==> src/rtl/vedic_8x8_seq.sv <==
// Sequential 8x8 unsigned multiplier that reuses one 4x4 Vedic (Urdhva Tiryagbhyam) core
// over four steps, with valid/ready handshakes on the operand and product sides.

module vedic_2x2 (
    input  logic [1:0] i_a,
    input  logic [1:0] i_b,
    output logic [3:0] o_p
);
    logic w_c1;
    logic w_c2;
    logic w_hi;
    logic w_carry;

    assign w_c1    = i_a[1] & i_b[0];
    assign w_c2    = i_a[0] & i_b[1];
    assign w_hi    = i_a[1] & i_b[1];
    assign w_carry = w_c1 & w_c2;

    assign o_p[0] = i_a[0] & i_b[0];
    assign o_p[1] = w_c1 ^ w_c2;
    assign o_p[2] = w_hi ^ w_carry;
    assign o_p[3] = w_hi & w_carry;
endmodule

module vedic_4x4 (
    input  logic [3:0] i_a,
    input  logic [3:0] i_b,
    output logic [7:0] o_p
);
    logic [3:0] w_ll;
    logic [3:0] w_hl;
    logic [3:0] w_lh;
    logic [3:0] w_hh;

    vedic_2x2 u_ll (.i_a(i_a[1:0]), .i_b(i_b[1:0]), .o_p(w_ll));
    vedic_2x2 u_hl (.i_a(i_a[3:2]), .i_b(i_b[1:0]), .o_p(w_hl));
    vedic_2x2 u_lh (.i_a(i_a[1:0]), .i_b(i_b[3:2]), .o_p(w_lh));
    vedic_2x2 u_hh (.i_a(i_a[3:2]), .i_b(i_b[3:2]), .o_p(w_hh));

    // Cross products land two bit positions up, the high-high product four up.
    assign o_p = {4'b0000, w_ll}
               + {2'b00, w_hl, 2'b00}
               + {2'b00, w_lh, 2'b00}
               + {w_hh, 4'b0000};
endmodule

module vedic_8x8_seq (
    input  logic        clk,
    input  logic        rst_n,
    input  logic        in_valid,
    output logic        in_ready,
    input  logic [7:0]  a,
    input  logic [7:0]  b,
    output logic        out_valid,
    input  logic        out_ready,
    output logic [15:0] p,
    output logic        busy
);
    typedef enum logic [1:0] {IDLE, MUL, DONE} state_t;

    state_t      r_state;
    logic [7:0]  r_a;
    logic [7:0]  r_b;
    logic [15:0] r_acc;
    logic [1:0]  r_step;
    logic [15:0] r_p;

    logic [3:0]  w_mul_a;
    logic [3:0]  w_mul_b;
    logic [7:0]  w_mul_p;
    logic [15:0] w_pp;
    logic [15:0] w_acc_next;

    // Operand nibbles come only from the latched registers so live inputs cannot leak in.
    always_comb begin
        w_mul_a = r_a[3:0];
        w_mul_b = r_b[3:0];
        case (r_step)
            2'd1:    begin w_mul_a = r_a[7:4]; w_mul_b = r_b[3:0]; end
            2'd2:    begin w_mul_a = r_a[3:0]; w_mul_b = r_b[7:4]; end
            2'd3:    begin w_mul_a = r_a[7:4]; w_mul_b = r_b[7:4]; end
            default: begin w_mul_a = r_a[3:0]; w_mul_b = r_b[3:0]; end
        endcase
    end

    vedic_4x4 u_core (.i_a(w_mul_a), .i_b(w_mul_b), .o_p(w_mul_p));

    always_comb begin
        w_pp = {8'h00, w_mul_p};
        case (r_step)
            2'd1, 2'd2: w_pp = {4'h0, w_mul_p, 4'h0};
            2'd3:       w_pp = {w_mul_p, 8'h00};
            default:    w_pp = {8'h00, w_mul_p};
        endcase
    end

    assign w_acc_next = r_acc + w_pp;

    always_ff @(posedge clk or negedge rst_n) begin
        if (!rst_n) begin
            r_state <= IDLE;
            r_a     <= 8'h00;
            r_b     <= 8'h00;
            r_acc   <= 16'h0000;
            r_step  <= 2'd0;
            r_p     <= 16'h0000;
        end else begin
            case (r_state)
                IDLE: begin
                    if (in_valid) begin
                        r_a     <= a;
                        r_b     <= b;
                        r_acc   <= 16'h0000;
                        r_step  <= 2'd0;
                        r_state <= MUL;
                    end
                end
                MUL: begin
                    r_acc  <= w_acc_next;
                    r_step <= r_step + 2'd1;
                    if (r_step == 2'd3) begin
                        r_p     <= w_acc_next;
                        r_state <= DONE;
                    end
                end
                DONE: begin
                    if (out_ready)
                        r_state <= IDLE;
                end
                default: r_state <= IDLE;
            endcase
        end
    end

    assign in_ready  = (r_state == IDLE);
    assign out_valid = (r_state == DONE);
    assign busy      = (r_state != IDLE);
    assign p         = r_p;
endmodule

==> config.mk <==
export PLATFORM = sky130hd
export DESIGN_NAME = vedic_8x8_seq
export DESIGN_NICKNAME = d
export VERILOG_FILES = /design/src/rtl/vedic_8x8_seq.sv
export SDC_FILE = /design/constraint.sdc
export NUM_CORES = 1
export LEC_CHECK = 0
export CAP_MARGIN = 20
export CORE_MARGIN = 2
export CORE_UTILIZATION = 61
export DETAILED_ROUTE_END_ITERATION = 10
export PLACE_DENSITY = 0.85
export SYNTH_ARGS = -nofsm -noshare
export SYNTH_HDL_FRONTEND = slang
export SYNTH_SLANG_ARGS = --single-unit
==> constraint.sdc <==
create_clock -name clk -period 15.1 [get_ports clk]
set_input_delay 1.51 -clock clk [delete_from_list [all_inputs] [get_ports clk]]
set_output_delay 1.51 -clock clk [all_outputs]
set_load 0.01 [all_outputs]
==> results of run 1 <==
## worst min path at each step
stage / startpoint / to
global placement: p[3]$_DFFE_PN0P_ / p[3]$_DFFE_PN0P_
CTS: p[8]$_DFFE_PN0P_ / p[8]$_DFFE_PN0P_
floorplan: r_acc[2]$_DFFE_PN0P_ / r_acc[2]$_DFFE_PN0P_
global route: p[2]$_DFFE_PN0P_ / p[2]$_DFFE_PN0P_
detailed placement: p[11]$_DFFE_PN0P_ / p[11]$_DFFE_PN0P_
finish: p[8]$_DFFE_PN0P_ / p[8]$_DFFE_PN0P_
## stage by stage
| stage | cell area [µm²] | hold WS, ns | cells |
|---|---|---|---|
| floorplan | 3515 | 0.4563 | 370 |
| global placement | 3938 | 0.4599 | 468 |
| detailed placement | 3938 | 0.4699 | 468 |
| CTS | 4053 | 0.4933 | 476 |
| global route | 4060 | 0.5192 | 477 |
| finish | 4060 | 0.4877 | 477 |
## worst max-delay path, delay by kind of cell, from the launching register on
family	cells	cell delay [ns]
AND/OR/NAND/NOR	6	1.22
multiplexers	1	0.41
flip-flops	1	0.44
AO/OA/AOI/OAI	5	1.11
adder cells (fa/ha/maj)	8	2.77
buffers and inverters	1	0.05
XOR/XNOR	2	0.38
## layout make-up
| cell class | count | area, µm² | share of cell area |
|---|---|---|---|
| Clock buffer | 5 | 68.82 | 0.01695 |
| Clock inverter | 3 | 46.29 | 0.01140 |
| Inverter | 24 | 90.09 | 0.02219 |
| Multi-Input combinational cell | 281 | 2073 | 0.5106 |
| Sequential cell | 52 | 1301 | 0.3205 |
| Tap cell | 72 | 90.09 | 0.02219 |
| Timing Repair Buffer | 40 | 390.4 | 0.09615 |
## cell usage after synthesis (3+ instances only)
library cell	number
dfrtp_1	52
nand2_1	42
ha_1	35
nor2_1	33
inv_1	24
o21ai_0	24
mux2_2	17
mux2i_1	13
clkbuf_1	12
a21oi_1	10
xnor2_1	9
a21o_1	7
nand2b_1	7
nor3_1	6
xor2_1	6
and2_1	5
fa_1	5
nor2b_1	5
o21a_1	5
nor3b_1	4
o22ai_1	4
a22oi_1	3
a31oi_1	3
o21ai_1	3
## layer usage
layer  global-route usage  wire length, µm  vias to the layer above
met4              0.06102               81                        0
met2               0.4125             3625                       50
met5                    0                0                        -
met3              0.04186              211                        7
met1               0.3399             3431                     1328
li1                     -                -                     1359
## registers in the layout, indices dropped and copies added (netlist names)
register	cells
r_step	2
r_acc	16
r_state	2
r_b	8
r_a	8
p	16
## cells by family (layout without fill, tap and decap cells)
logic type	count (synthesis)	in the layout	synth area share
multiplexers	30	30	0.09149
adder cells (fa/ha/maj)	40	40	0.1531
buffers and inverters	37	72	0.03987
AO/OA/AOI/OAI	84	84	0.1602
XOR/XNOR	15	15	0.03738
AND/OR/NAND/NOR	112	112	0.1477
flip-flops	52	52	0.3702
==> summary.txt, run 1 <==
Run status
  – Status: complete, no violations

Critical path
  – Worst Path Required: 15.30 ns
  – Worst reg-to-reg setup slack: 8.62 ns
  – Reg2reg end: p[15]$_DFFE_PN0P_
  – CP max FO: 12
  – Setup crit start kind: register
  – CP dominant cell by count: ha_1
  – CP arrival: 6.68 ns
  – Reg2reg path depth: 23
  – Worst R2R Start: r_step[0]$_DFFE_PN0P_
  – Worst-path cell chain: ha_1, nor2_1, mux2i_1, nor2_1, ha_1, ha_1, ha_1, inv_1, fa_1, xor2_1, fa_1, fa_1, nand2b_1, o2bb2ai_1, xnor2_1, a22oi_1, nor2_1, ha_1, and3_1, o2111ai_2, a211o_1, and4_1, o31a_1
  – CP max stage cell: fa_1
  – Critical Path Sink Type: register
  – Crit-path max cell delay: 0.53 ns
  – Crit. Startpoint: r_step[0]$_DFFE_PN0P_
  – Critical path class: register to register
  – Critical path destination: p[15]$_DFFE_PN0P_

CTS
  – Clk sink count: 52
  – H-tree Lvls: 2
  – CTS root buf: clkbuf_8
  – TritonCTS buffer count: 5
  – Cts hold-fix bufs: 0
  – CTS tree: done
  – CTS-repair resized insts: 0
  – CTS max path bufs: 2
  – Clk Latency, worst-skew pair: 0.31 ns
  – Reg clk slew, reported paths: 0.10 ns
  – Post-CTS Setup Bufs: 0

Cells and area
  – Inserted Diodes: 0
  – Nets: 464
  – Fraction of layout cells with a size suffix above 1: 0.08148
  – Most common cell after layout, fill and taps aside: dfrtp_1
  – Area grow syn2layout: 15.52%
  – Util after Layout: 0.7328
  – Commonest non-fill, non-tap cells in the layout: dfrtp_1, nand2_1, clkdlybuf4s50_1
  – Fillcell total: 436

Timing
  – Tcrit/Tclk final: 0.4290
  – Setup WS post-layout: 8.623 ns
  – Setup violations, final: 0
  – Worst-margin pin slew: 0.9775 ns
  – Pins Over Slew Limit: 0
  – Setup TNS: 0 ns
  – Highest clock rate: 154.4 MHz
  – Post-layout min period: 6.477 ns
  – Max_slew headroom: 0.3468
  – Hold Vio Cnt, Final: 0
  – Unrepaired setup endpoints after global routing: false
  – Clock skew: 0.006976 ns

Global routing
  – Vias in the first global route: 2629
  – Total gr overflow: 0
  – Initial antenna violation count: 0
  – First-pass GRT wire length: 12370 µm
  – All-layer global routing usage: 0.2487
  – Largest net degree at the start of global routing: 53

Routing
  – First drt pass iteration count: 4
  – Wire per inst: 15.41 µm
  – Initial drt markers: 138
  – Final WL: 7349 µm
  – Drt drc: 0
  – Post-route ant nets: 0
  – Via/cell ratio: 5.753
  – Via count: 2744

Place
  – Placer Congestion: 0.9404
  – IO Port Bufs: 38
  – DP HPWL: 5562 µm
  – Pre-CTS WS: 8.728 ns

Floorplanning
  – Die area: 6385 µm²
  – Die H: 79.91 µm
  – Die width: 79.91 µm
  – Core area: 5540 µm²
  – I/O Pins: 39
  – Rows: 27
  – Initial core utilization: 0.6344

Logic synthesis
  – Post-Syn Area per Cell: 9.499 µm²
  – Synth Register Bits: 52
  – Synth cell types: 51
  – Register area share after synthesis: 0.3702
  – Ys flop type: dfrtp_1
  – FFs w/ async S/R, synth: 1.000
  – Area leader, netlist: dfrtp_1
  – Gate Count Post-Synth: 370
  – Post-synth top area share: 0.3702
  – Post-synth EDFFs: 0
  – Top post-synthesis cells by area: dfrtp_1, ha_1, mux2_2
  – Post-Syn Area: 3515 µm²
  – Syn_nets: 430
  – Synth warn: 0

Worst hold path
  – Hold path depth: 2
  – Worst min path class: register to register

Flow run
  – Max-cap viol count: 0
Power of run 1 is left out: the tool's default activity adds up to more than one toggle a clock period on the data nets, which glitch-free logic cannot reach.
==> inputs of run 2 (changes only) <==
CORE_UTILIZATION = 51   (was 61)
PLACE_DENSITY = 0.76   (was 0.85)
clock period = 5.4 ns   (was 15.1 ns; I/O delays follow)
==> run 2 against run 1 <==
The run now ends with setup timing left. Worst hold slack worse by 0.15 ns. Core utilization shrank 3.3 points. Sequential cell count is the same. Non-clock buffer count increased by 37. Via count grew 6.3%. Critical path depth grew 3.
==> summary.txt, run 2 (synthesis results as in run 1) <==
Cells and area
  – Fraction of layout cells with a size suffix above 1: 0.2715 (was 0.08148)
  – Nets: 501 (was 464)
  – Fillcell total: 491 (was 436)
  – Sequential Area: 1304 µm² (was 1301 µm²)
  – Most common cell after layout, fill and taps aside: dfrtp_1 (unchanged)
  – Area grow syn2layout: 33.75% (was 15.52%)
  – Inserted Diodes: 0 (unchanged)
  – Commonest non-fill, non-tap cells in the layout: dfrtp_1, nand2_1, clkdlybuf4s50_1 (unchanged)
  – Multi-input gate area: 2396 µm² (was 2073 µm²)

Critical path
  – Worst R2R Start: r_step[1]$_DFFE_PN0P_ (was r_step[0]$_DFFE_PN0P_)
  – CP dominant cell by count: ha_4 (was ha_1)
  – Worst Path Required: 5.61 ns (was 15.30 ns)
  – Critical path class: register to register (unchanged)
  – Crit. Startpoint: r_step[1]$_DFFE_PN0P_ (was r_step[0]$_DFFE_PN0P_)
  – CP max FO: 4 (was 12)
  – Critical Path Sink Type: register (unchanged)
  – Worst reg-to-reg setup slack: -0.19 ns (was 8.62 ns)
  – Setup crit start kind: register (unchanged)
  – Crit-path max cell delay: 0.52 ns (was 0.53 ns)
  – CP max stage cell: fa_2 (was fa_1)
  – CP arrival: 5.80 ns (was 6.68 ns)

Floorplanning
  – Initial core utilization: 0.5231 (was 0.6344)
  – Die area: 7572 µm² (was 6385 µm²)
  – Core area: 6719 µm² (was 5540 µm²)
  – Rows: 30 (was 27)
  – Die H: 87.02 µm (was 79.91 µm)
  – Die width: 87.02 µm (was 79.91 µm)
  – I/O Pins: 39 (unchanged)

Global routing
  – Vias in the first global route: 2871 (was 2629)
  – Total gr overflow: 0 (unchanged)
  – First-pass GRT wire length: 13460 µm (was 12370 µm)
  – Initial antenna violation count: 0 (unchanged)
  – Largest net degree at the start of global routing: 53 (unchanged)
  – All-layer global routing usage: 0.2232 (was 0.2487)

CTS
  – Cts hold-fix bufs: 0 (unchanged)
  – CTS tree: done (unchanged)
  – H-tree Lvls: 2 (unchanged)
  – CTS max path bufs: 2 (unchanged)
  – Clk Latency, worst-skew pair: 0.31 ns (about the same)
  – Reg clk slew, reported paths: 0.10 ns (about the same)
  – TritonCTS buffer count: 5 (unchanged)
  – CTS root buf: clkbuf_8 (unchanged)
  – Clk sink count: 52 (unchanged)

Place
  – Pre-CTS WS: -0.2188 ns (was 8.728 ns)
  – Placer Congestion: 0.9184 (was 0.9404)
  – DP HPWL: 5877 µm (was 5562 µm)
  – IO Port Bufs: 38 (unchanged)

Timing
  – Unrepaired setup endpoints after global routing: true (was false)
  – Post-layout min period: 5.592 ns (was 6.477 ns)
  – Setup violations, final: 6 (was 0)
  – Setup TNS: -0.7816 ns (was 0 ns)
  – Pins Over Slew Limit: 0 (unchanged)
  – Highest clock rate: 178.8 MHz (was 154.4 MHz)
  – Tcrit/Tclk final: 1.036 (was 0.4290)
  – Max_slew headroom: 0.3343 (was 0.3468)
  – Setup WS post-layout: -0.1924 ns (was 8.623 ns)
  – Worst-margin pin slew: 0.9985 ns (was 0.9775 ns)
  – Hold Vio Cnt, Final: 0 (unchanged)
  – Clock skew: 0.009190 ns (was 0.006976 ns)
  – Hold Slack: 0.3336 ns (was 0.4877 ns)

Routing
  – Final WL: 8461 µm (was 7349 µm)
  – First drt pass iteration count: 4 (unchanged)
  – Wire per inst: 16.21 µm (was 15.41 µm)
  – Post-route ant nets: 0 (unchanged)
  – Initial drt markers: 123 (was 138)
  – Via count: 2916 (was 2744)
  – Drt drc: 0 (unchanged)
  – Via/cell ratio: 5.586 (was 5.753)

Flow run
  – Max-cap viol count: 0 (unchanged)

Worst hold path
  – Worst min path class: input port to asynchronous set/reset pin (was register to register)

Run status
  – Failing checks: setup timing
  – Status: complete, but fails checks (was complete, no violations)
[run 2: changes by cell type in the layout (fill, tap and decap cells not counted), sizes merged]
cell	delta
clkinv	+1
inv	-1
buf	+37
[run 2: repair_timing]
action	CTS	global route
gates resized for setup	15	30
buffers inserted	5	2
pin swaps	28	32
setup endpoints to repair	10	20
[run 2: final cells by class]
| type | instances | share of cell area |
|---|---|---|
| Tap cell | 80 | 0.02129 |
| Timing Repair Buffer | 77 | 0.1488 |
| Inverter | 24 | 0.01916 |
| Clock inverter | 3 | 0.009050 |
| Multi-Input combinational cell | 281 | 0.5097 |
| Clock buffer | 5 | 0.01464 |
| Sequential cell | 52 | 0.2773 |
[run 2: path summary, 6_finish.rpt]
kind                                          to  depth (start not counted)
max reg2reg                    p[15]$_DFFE_PN0P_                         26
min                            p[10]$_DFFE_PN0P_                          2
max                            p[15]$_DFFE_PN0P_                         26
max in group asynchronous  r_step[0]$_DFFE_PN0P_                          2
min reg2reg                     p[3]$_DFFE_PN0P_                          2
min in group clk                p[3]$_DFFE_PN0P_                          2
[run 2: critical path, delay by kind of cell, from the launching register on]
| family | cells | cell delay, ns |
|---|---|---|
| xor gates and xnor gates | 1 | 0.15 |
| AOI/OAI and AO/OA | 5 | 1.05 |
| muxes | 1 | 0.27 |
| DFF | 1 | 0.44 |
| buffers and inverters | 4 | 0.19 |
| and+or+nand+nor | 6 | 0.96 |
| adders and majority gates | 9 | 2.43 |
[run 2: per-stage QoR]
stage,instances,util,cell area (µm²)
3_5_place_dp,505,0.6397,4298
2_1_floorplan,370,-,3657
4_1_cts,518,0.6683,4491
6_report,522,0.6996,4701
3_3_place_gp,505,0.6397,4298
5_1_grt,522,0.6996,4701
[run 2: per-layer routing]
layer / global-route usage / part of all wire
met5: 0 / 0
met4: 0.05256 / 0.0098
met3: 0.03128 / 0.034
met2: 0.3602 / 0.49
met1: 0.3184 / 0.47
Power of run 2 is left out for the same reason.
==> inputs of run 3 (changes only) <==
TNS_END_PERCENT = 5   (was not set)
==> run 3 against run 2 <==
Count of clock-buffer cells in the layout did not move. Clock skew fell by 0.0027 ns. Worst hold slack got worse by 0.0055 ns. First-iteration DRC count rose by 35%. Register-to-register slack improved by 0.02 ns. Sequential share of layout area rose by 0.26 points. Die area did not move. Final area fell by 0.93%. Global-route usage rose by 0.32 points. The flow still finishes with violations (setup timing).
==> summary.txt, run 3 (synthesis results as in run 1) <==
Global routing
  – Largest net degree at the start of global routing: 53 (unchanged)
  – Initial antenna violation count: 0 (unchanged)
  – Total gr overflow: 0 (unchanged)
  – First-pass GRT wire length: 13680 µm (was 13460 µm)
  – Vias in the first global route: 2863 (was 2871)
  – All-layer global routing usage: 0.2264 (was 0.2232)

CTS
  – Cts hold-fix bufs: 0 (unchanged)
  – CTS tree: done (unchanged)
  – Reg clk slew, reported paths: 0.10 ns (about the same)
  – CTS root buf: clkbuf_8 (unchanged)
  – Clk Latency, worst-skew pair: 0.31 ns (about the same)
  – Clk sink count: 52 (unchanged)
  – CTS max path bufs: 2 (unchanged)
  – TritonCTS buffer count: 5 (unchanged)
  – H-tree Lvls: 2 (unchanged)

Timing
  – Setup violations, final: 6 (unchanged)
  – Highest clock rate: 179.6 MHz (was 178.8 MHz)
  – Unrepaired setup endpoints after global routing: true (unchanged)
  – Worst-margin pin slew: 0.9924 ns (was 0.9985 ns)
  – Clock skew: 0.006453 ns (was 0.009190 ns)
  – Max_slew headroom: 0.3384 (was 0.3343)
  – Setup WS post-layout: -0.1686 ns (was -0.1924 ns)
  – Pins Over Slew Limit: 0 (unchanged)
  – Post-layout min period: 5.569 ns (was 5.592 ns)
  – Hold Vio Cnt, Final: 0 (unchanged)
  – Tcrit/Tclk final: 1.031 (was 1.036)

Place
  – IO Port Bufs: 38 (unchanged)
  – DP HPWL: 6064 µm (was 5877 µm)
  – Placed insts: 507 (was 505)
  – Area after DPL: 4313 µm² (was 4298 µm²)
  – Pre-CTS WS: -0.2018 ns (was -0.2188 ns)
  – Placer Congestion: 0.8795 (was 0.9184)

Floorplanning
  – Initial core utilization: 0.5231 (unchanged)
  – Rows: 30 (unchanged)
  – Die area: 7572 µm² (unchanged)
  – Die H: 87.02 µm (unchanged)
  – Die width: 87.02 µm (unchanged)
  – I/O Pins: 39 (unchanged)
  – Core area: 6719 µm² (unchanged)

Critical path
  – Crit. Startpoint: r_step[1]$_DFFE_PN0P_ (unchanged)
  – Worst Path Required: 5.61 ns (about the same)
  – Critical Path Sink Type: register (unchanged)
  – Setup crit start kind: register (unchanged)
  – Worst R2R Start: r_step[1]$_DFFE_PN0P_ (unchanged)
  – CP max FO: 4 (unchanged)
  – CP arrival: 5.78 ns (was 5.80 ns)
  – Critical path class: register to register (unchanged)

Routing
  – Initial drt markers: 166 (was 123)
  – Drt drc: 0 (unchanged)
  – Final WL: 8233 µm (was 8461 µm)
  – Via/cell ratio: 5.547 (was 5.586)
  – Post-route ant nets: 0 (unchanged)
  – First drt pass iteration count: 4 (unchanged)
  – Via count: 2912 (was 2916)
  – Wire per inst: 15.68 µm (was 16.21 µm)

Cells and area
  – Layout Cells excl Fill: 525 (was 522)
  – Fraction of layout cells with a size suffix above 1: 0.2674 (was 0.2715)
  – Inserted Diodes: 0 (unchanged)
  – Fin area: 4657 µm² (was 4701 µm²)
  – Area grow syn2layout: 32.50% (was 33.75%)
  – Commonest non-fill, non-tap cells in the layout: dfrtp_1, buf_4, nand2_1 (was dfrtp_1, nand2_1, clkdlybuf4s50_1)
  – Most common cell after layout, fill and taps aside: dfrtp_1 (unchanged)
  – Nets: 504 (was 501)

Flow run
  – Max-cap viol count: 0 (unchanged)

Run status
  – Status: complete, but fails checks (unchanged)
  – Failing checks: setup timing (unchanged)

Worst hold path
  – Worst min path class: input port to asynchronous set/reset pin (unchanged)
-- run 3: timing repair --
| item | in CTS | in global routing |
|---|---|---|
| pin swaps | 31 | 23 |
| endpoints found under the hold margin | 0 | 0 |
| endpoints found under the setup margin | 9 | 20 |
| gates resized for setup | 15 | 20 |
| buffers inserted | 2 | 8 |
-- run 3: per-layer routing --
metal  vias to the layer above  track usage  wire length (µm)
li1                       1441            -                 -
met1                      1407       0.3080              3855
met2                        52       0.3789              4028
met3                        12      0.03318               221
met4                         0      0.05824               127
met5                         -            0                 0
-- run 3: area by class of cell --
cell class | count | area (µm²)
tap | 80 | 100.1
sequential | 52 | 1304
clock buffer | 5 | 68.82
fill | 498 | 2062
inverter | 24 | 90.09
timing repair buffer | 80 | 690.7
clock inverter | 3 | 22.52
multi-input combinational | 281 | 2381
-- run 3: worst max-delay path, stage by stage (launching register included) --
cell and delay, ns:
dfrtp_2 0.45, inv_2 0.08, ha_4 0.16, nor2_4 0.18
mux2i_2 0.28, nor2_1 0.09, ha_2 0.19, ha_4 0.27
ha_4 0.12, inv_2 0.03, fa_2 0.34, xor2_2 0.15
fa_1 0.52, inv_1 0.05, ha_1 0.27, a21o_1 0.17
a21oi_2 0.17, xnor2_2 0.08, buf_4 0.14, nand2_2 0.05
o21ai_1 0.07, ha_1 0.33, nand2_1 0.07, a21oi_2 0.19
o2111ai_4 0.14, a211o_1 0.38, and4_1 0.21, o31a_1 0.28
-- run 3: path summary, 6_finish.rpt --
path | to | slack (ns) | depth (start not counted)
hold reg to reg | p[3]$_DFFE_PN0P_ | 0.48 | 2
max in group asynchronous | r_step[1]$_DFFE_PN0P_ | 4.58 | 2
min in group clk | p[3]$_DFFE_PN0P_ | 0.48 | 2
setup / recovery | p[15]$_DFFE_PN0P_ | -0.17 | 27
hold / removal | p[5]$_DFFE_PN0P_ | 0.33 | 2
setup reg to reg | p[15]$_DFFE_PN0P_ | -0.17 | 27
-- run 3: through the flow --
stage,setup TNS [ns],hold WS [ns],util
after floorplan,-0.1565,0.2444,-
after CTS,-0.6671,0.3618,0.6655
after global routing,-3.751,0.3959,0.6931
final,-0.6299,0.3282,0.6931
after global placement,-0.1699,0.4600,0.6408
after detailed placement,-0.7208,0.4692,0.6419
Power of run 3 is left out for the same reason.
